==> src/rtl/booth_mult.sv <==
// Sequential radix-2 Booth signed multiplier, N x N -> 2N, one Booth step per clock.
// Define BOOTH_OVF_EN to add the ovf output (product not representable in N signed bits).
module booth_mult #(
    parameter int N = 32
) (
    input  logic             clk,
    input  logic             rst,
    input  logic             start,
    input  logic [N-1:0]     multiplicand,
    input  logic [N-1:0]     multiplier,
    output logic             busy,
    output logic             done,
    output logic [2*N-1:0]   product
`ifdef BOOTH_OVF_EN
    ,
    output logic             ovf
`endif
);
    localparam int CW = $clog2(N + 1);

    typedef enum logic {IDLE, RUN} state_t;

    state_t          state_q;
    logic [N:0]      mx_q;
    logic [N:0]      a_q;
    logic [N-1:0]    q_q;
    logic            q1_q;
    logic [CW-1:0]   cnt_q;
    logic            busy_q;
    logic            done_q;
    logic [2*N-1:0]  product_q;

    logic [N:0]      a_sum;
    logic [N:0]      a_d;
    logic [N-1:0]    q_d;
    logic            q1_d;
    logic [2*N-1:0]  product_d;

    // A carries one guard bit so subtracting the most negative M stays exact.
    always_comb begin
        a_sum = a_q;
        case ({q_q[0], q1_q})
            2'b01:   a_sum = a_q + mx_q;
            2'b10:   a_sum = a_q - mx_q;
            default: a_sum = a_q;
        endcase
        a_d       = {a_sum[N], a_sum[N:1]};
        q_d       = {a_sum[0], q_q[N-1:1]};
        q1_d      = q_q[0];
        product_d = {a_d[N-1:0], q_d};
    end

`ifdef BOOTH_OVF_EN
    logic ovf_q;
    logic ovf_d;
    assign ovf_d = (|product_d[2*N-1:N-1]) & ~(&product_d[2*N-1:N-1]);
    assign ovf   = ovf_q;
`endif

    always_ff @(posedge clk) begin
        if (rst) begin
            state_q   <= IDLE;
            mx_q      <= '0;
            a_q       <= '0;
            q_q       <= '0;
            q1_q      <= 1'b0;
            cnt_q     <= '0;
            busy_q    <= 1'b0;
            done_q    <= 1'b0;
            product_q <= '0;
`ifdef BOOTH_OVF_EN
            ovf_q     <= 1'b0;
`endif
        end else begin
            done_q <= 1'b0;
            case (state_q)
                IDLE: begin
                    if (start) begin
                        mx_q    <= {multiplicand[N-1], multiplicand};
                        a_q     <= '0;
                        q_q     <= multiplier;
                        q1_q    <= 1'b0;
                        cnt_q   <= CW'(N);
                        busy_q  <= 1'b1;
                        state_q <= RUN;
                    end
                end
                RUN: begin
                    a_q   <= a_d;
                    q_q   <= q_d;
                    q1_q  <= q1_d;
                    cnt_q <= cnt_q - 1'b1;
                    if (cnt_q == CW'(1)) begin
                        product_q <= product_d;
                        done_q    <= 1'b1;
                        busy_q    <= 1'b0;
                        state_q   <= IDLE;
`ifdef BOOTH_OVF_EN
                        ovf_q     <= ovf_d;
`endif
                    end
                end
                default: state_q <= IDLE;
            endcase
        end
    end

    assign busy    = busy_q;
    assign done    = done_q;
    assign product = product_q;
endmodule

==> config.mk <==
export PLATFORM = sky130hd
export DESIGN_NAME = booth_mult
export DESIGN_NICKNAME = d
export VERILOG_FILES = /design/src/rtl/booth_mult.sv
export SDC_FILE = /design/constraint.sdc
export NUM_CORES = 1
export LEC_CHECK = 0
export CAP_MARGIN = 25
export CORE_ASPECT_RATIO = 0.9
export CORE_MARGIN = 2
export CORE_UTILIZATION = 40
export CTS_BUF_LIST = sky130_fd_sc_hd__clkbuf_8
export CTS_CLUSTER_DIAMETER = 200
export DETAILED_ROUTE_END_ITERATION = 8
export PLACE_DENSITY = 0.67
export REMOVE_ABC_BUFFERS = 1
export SLEW_MARGIN = 10
export SYNTH_ARGS = -nofsm -noshare
export SYNTH_HDL_FRONTEND = slang
export SYNTH_SLANG_ARGS = --single-unit
==> constraint.sdc <==
create_clock -name clk -period 13.55 [get_ports clk]
set_input_delay 4.065 -clock clk [delete_from_list [all_inputs] [get_ports clk]]
set_output_delay 4.065 -clock clk [all_outputs]
set_load 0.02 [all_outputs]
==> metrics.txt, run 1 <==
number of enable flip-flop cells after synthesis=0; # rows=52; setup tns final=0 ns; ANT cells=0; Worst Path Required=13.93 ns; Net Sw Frac=34.6%; startpoint types=primary input; most common cell in the netlist=nand2_1; Slew @ Worst Pin=0.959 ns; Post-Layout Cell Count=1590; CP arrival=7.03 ns; ys flop type=dfxtp_1; largest net degree at the start of global routing=89; wire length of the first global-routing pass=37600 um; RSZ-0062 raised after global routing=no; ANT nets after route=0; hold endpoint=product[27]; post_cts resized=0; fmax=150 MHz; Syn Inst Count=1197; cell taking the most area after synthesis=dfxtp_1; sequential power share=45.3%; Ports=133; clock network power share=31.0%; clk sink count=170; WS Path Type=primary input to flip-flop; nets=1384; Num CTS Buffers=17; vias in the first global route=7547; hold path depth=2; share of cells above drive strength 1=5.18%; Port-buffer cells=132; Iteration-0 DRC Markers=607; r2r endpoint=a_q[31]; Root Buffer=clkbuf_8; Die X-Extent=163 um; cts-stage hold buffer count=0; Worst R2R Start=mx_q[2]; # Post-CTS Setup Buffers=0; vias=8309; Clock H-tree levels=4; Psw=412 uW; Synth cell types=70; ratio of final minimum period to clock period=49.1%; Area Overhead vs Synth=20.3%; post-synth top area share=37.4%; flops & latches, synth=170; headroom to the max-slew limit=36.1%; HP Start=product[27]; clk_lat worst skew=0.47 ns; Via density=5.23; placeable core area=22400 um^2; DP Wirelength=15600 um; most instantiated cells after synthesis=nand2_1 (193), a21oi_1 (178), dfxtp_1 (170); fin crit period=6.65 ns; Comb pwr share=23.7%; Pint=779 uW; PwrDens=109 nW/um^2; final slew viol count=0; Initial Util=40.6%; FF-to-FF path depth=19; Leak=4.12 nW; mapped cell area=9110 um^2; gpl congestion=0.866; Pre-Repair DR Iteration Count=5; final hold violation count=0; total congestion overflow=0; Setup-failing EPs final=0; chip height=147 um; syn avg cell area=7.61 um^2; DIE AREA=24000 um^2; register area share after synthesis=37.4%; Area contributors post-synth=dfxtp_1 (37%), a21oi_1 (9.8%), nand2_1 (8.0%); Async S/R FF share, synth=0%; GRT Resource Usage Total=19.3%; Synth Warn #=0; placed cells=1558; type of the tightest min-delay check=flip-flop to flip-flop; R2R setup slack=8.19 ns; crit path max fanout=39; status=finished clean; drt wl/cell=14.5 um; antenna violations before repair=0; DRC=0; WL final=23100 um; clock buffer depth=2; Clock transition at path regs=0.11 ns; peak supply drop=0.0624 mV; Worst Skew=0.0139 ns; Worst setup EP type=flip-flop; Max Cap Violations=0; CTS tree=yes
-- area by class of cell --
type	count	area (um^2)
flip-flops and latches	170	3410
clock inverters	15	173
inverters	31	116
well taps	297	372
fillers	2257	11500
clock buffers	17	234
repair buffers	142	1390
multi-input cells	918	5270
-- critical path, stage by stage --
cell,delay (ns)
buf_2,0.08
buf_4,0.50
clkinv_1,0.89
nor2_2,0.78
buf_4,0.35
nor3_1,0.08
a211oi_1,0.23
-- metal layers --
layer / part of all wire, % / GRT usage, % / wire, um / vias to the layer above
met5: 0 / 0 / 0 / -
met2: 46 / 31.4 / 10500 / 182
met1: 49 / 26.0 / 11200 / 3813
met3: 4.4 / 3.64 / 1010 / 22
li1: - / - / - / 4292
met4: 1.6 / 5.84 / 359 / 0
-- worst max-delay path by stage --
stage / from / endpoint / cells past startpoint
after detailed placement: start / cnt_q[5] / 7
after global placement: start / cnt_q[5] / 7
after floorplan: start / cnt_q[5] / 4
final: start / cnt_q[5] / 7
after global routing: start / cnt_q[5] / 7
after CTS: start / cnt_q[5] / 7
-- power by group through the flow --
stage               clock [mW]  combinational, mW  sequential, mW
floorplan                    0              0.191           0.553
global placement             0              0.278           0.551
detailed placement           0              0.282           0.551
CTS                      0.381              0.283           0.540
global route             0.401              0.315           0.543
finish                   0.369              0.283           0.540
-- metrics by stage --
step                power [mW]  instance area [um^2]  hold WS (ns)  utilization (%)  worst slack, ns
floorplan                0.744                  8780         0.435                -             7.57
global placement         0.829                 10500         0.443             47.0             6.44
detailed placement       0.833                 10500         0.446             47.0             6.43
CTS                       1.20                 11000         0.463             48.8             6.92
global route              1.26                 11000         0.479             48.8             6.69
finish                    1.19                 11000         0.459             48.8             6.90
-- state kept, by name, indices dropped and copies added, names as in the netlist, 6 cells and up --
| signal | flops |
|---|---|
| a_q | 32 |
| product | 64 |
| mx_q | 32 |
| q_q | 32 |
| cnt_q | 6 |
-- cells in the final DEF, fill, tap and decap left out, types with 35 or more instances in the layout --
cell type,instances
nand2_1,193
a21oi_1,178
dfxtp_1,169
nor2_1,165
clkdlybuf4s50_1,130
xnor2_1,43
o21ai_0,39
nor3_1,38
mux2i_1,37
ha_1,35
-- logic make-up (layout without fill, tap and decap cells) --
kind of cell / count (synthesis) / in the layout / synth area share, %
AOI/OAI and AO/OA: 313 / 313 / 20.5
xor gates and xnor gates: 50 / 50 / 4.81
adders and majority gates: 37 / 37 / 5.17
buffers and inverters: 109 / 205 / 4.88
DFF: 170 / 170 / 37.4
muxes: 39 / 39 / 4.31
and+or+nand+nor: 479 / 479 / 23.0
(Power assumes the default switching activity.)
==> inputs of run 2 (changes only) <==
--- a/config.mk
+++ b/config.mk
@@ -12,7 +12,7 @@
 export CTS_BUF_LIST = sky130_fd_sc_hd__clkbuf_8
 export CTS_CLUSTER_DIAMETER = 200
 export DETAILED_ROUTE_END_ITERATION = 8
-export PLACE_DENSITY = 0.67
+export PLACE_DENSITY = 0.69
 export REMOVE_ABC_BUFFERS = 1
 export SLEW_MARGIN = 10
 export SYNTH_ARGS = -nofsm -noshare
==> constraint.sdc (replaced) <==
create_clock -name clk -period 5.7 [get_ports clk]
set_input_delay 1.71 -clock clk [delete_from_list [all_inputs] [get_ports clk]]
set_output_delay 1.71 -clock clk [all_outputs]
set_load 0.02 [all_outputs]
==> metrics.txt, run 2 (same netlist as run 1, synthesis figures left out) <==
status=finished clean; DRC=0; pre-CTS setup slack=0.574 ns; # Post-CTS Setup Buffers=0; CP arrival=5.56 ns; drt wl/cell=14.6 um; most common cell after layout, fill and taps aside=nand2_1; peak supply drop=0.146 mV; Net Sw Frac=34.0%; CP max stage cell=or4_4; Die X-Extent=163 um; max reg flops=64; gpl congestion=0.918; type of the tightest min-delay check=flip-flop to flip-flop; clk_lat worst skew=0.47 ns; share of cells above drive strength 1=5.47%; final slew viol count=0; Worst Setup Slack, final=0.531 ns; Worst Skew=0.0158 ns; vias=8384; Worst Path Required=6.09 ns; Slew @ Worst Pin=0.994 ns; crit-path cells=or4_4 -> nor4_1 -> nor2b_1 -> nand2_1 -> nor2_1 -> nand2_1 -> nor3_1 -> a21oi_1 -> xnor2_1 -> ha_1 -> and3_1 -> nand3_1 -> a2bb2oi_1 -> o21ai_0 -> a2111oi_2 -> o211ai_1 -> a211o_1 -> a211o_1 -> a31oi_1; total congestion overflow=0; r2r endpoint=a_q[31]; # rows=52; DP Area=10600 um^2; fin crit period=5.17 ns; Pre-Repair DR Iteration Count=6; Leak=4.13 nW; Ports=133; FF-to-FF path depth=19; crit path max fanout=6; hold endpoint=product[4]; Num CTS Buffers=17; fmax=193 MHz; WS Path Type=flip-flop to flip-flop; clock buffer depth=2; PwrDens=255 nW/um^2; chip height=147 um; ANT cells=0; Pint=1.85 mW; startpoint types=flip-flop; cell family with most CP delay=simple AND/OR/NAND/NOR gates; Max stage delay on crit path=0.59 ns; WL final=23200 um; largest net degree at the start of global routing=64; Iteration-0 DRC Markers=578; clk sink count=170; wire length of the first global-routing pass=38100 um; met1 usage=26.3%; Via density=5.26; most frequent cells in the layout=nand2_1 (193), a21oi_1 (178), dfxtp_1 (169), nor2_1 (165), clkdlybuf4s50_1 (130); final hold violation count=0; GR peak layer=met2; ratio of final minimum period to clock period=90.7%; setup tns final=0 ns; cts-stage hold buffer count=0; Initial Util=40.6%; placeable core area=22400 um^2; Max Cap Violations=0; Clock transition at path regs=0.10 ns; Clock H-tree levels=4; hold path depth=2; Comb pwr share=24.0%; Port-buffer cells=132; CP bufs+invs=0; antenna violations before repair=0; Psw=950 uW; headroom to the max-slew limit=33.3%; DP Wirelength=15900 um; clock network power share=30.1%; Setup-failing EPs final=0; Root Buffer=clkbuf_8; DIE AREA=24000 um^2; Design Area, Final=11000 um^2; HP Start=product[4]; R2R setup slack=0.53 ns; CP Launch Point=mx_q[2]; sequential power share=45.9%; routing usage on met3=3.90%; RSZ-0062 raised after global routing=no; Worst setup EP type=flip-flop; nets=1388; CTS tree=yes; vias in the first global route=7812; post_cts resized=0; Worst R2R Start=mx_q[2]; ANT nets after route=0; GRT Resource Usage Total=19.4%; met2 usage=31.6%; Area Overhead vs Synth=20.4%
run 2: cell types whose count changed in the layout (fill, tap and decap cells not counted), sizes merged:
cell,before,now
buf,12,16
run 2: routing by layer:
| layer | wire, um | up-vias |
|---|---|---|
| li1 | - | 4296 |
| met1 | 11200 | 3849 |
| met2 | 10500 | 218 |
| met3 | 1220 | 21 |
| met4 | 331 | 0 |
| met5 | 0 | - |
run 2: final cells by class:
class | count | area, um^2
clock buffers | 17 | 234
clock inverters | 15 | 155
fillers | 2268 | 11500
inverters | 31 | 116
multi-input cells | 918 | 5270
flip-flops and latches | 170 | 3410
well taps | 297 | 372
repair buffers | 146 | 1420
run 2: worst max-delay path by stage:
| stage | end | cells past startpoint |
|---|---|---|
| global placement | a_q[31] | 19 |
| finish | a_q[31] | 19 |
| floorplan | product[62] | 4 |
| CTS | a_q[31] | 19 |
| global route | a_q[31] | 19 |
| detailed placement | a_q[31] | 19 |
run 2: tightest hold or removal path: stages (launching register included):
cell and delay [ns]:
dfxtp_1 0.32, nand2_1 0.05, a21oi_1 0.05
run 2: stage by stage:
stage	cells	utilization, %	power [mW]	hold slack (ns)
finish	1594	48.9	2.80	0.459
global route	1594	48.9	2.96	0.481
CTS	1594	48.9	2.83	0.462
detailed placement	1562	47.1	1.98	0.448
global placement	1562	47.1	1.97	0.443
floorplan	1119	-	1.77	0.435
run 2: power by group through the flow:
stage               Sequential (mW)  Clock (mW)  Combinational (mW)
CTS                            1.28       0.871               0.673
global placement               1.31           0               0.661
floorplan                      1.31           0               0.454
global route                   1.29       0.916               0.754
finish                         1.28       0.842               0.673
detailed placement             1.31           0               0.669
==> inputs of run 3 (changes only) <==
--- a/config.mk
+++ b/config.mk
@@ -5,6 +5,7 @@
 export SDC_FILE = /design/constraint.sdc
 export NUM_CORES = 1
 export LEC_CHECK = 0
+export ABC_CLOCK_PERIOD_IN_PS = 5700
 export CAP_MARGIN = 25
 export CORE_ASPECT_RATIO = 0.9
 export CORE_MARGIN = 2
==> results of run 3 <==
Final layout, timing and power as in run 2 (identical DEF).
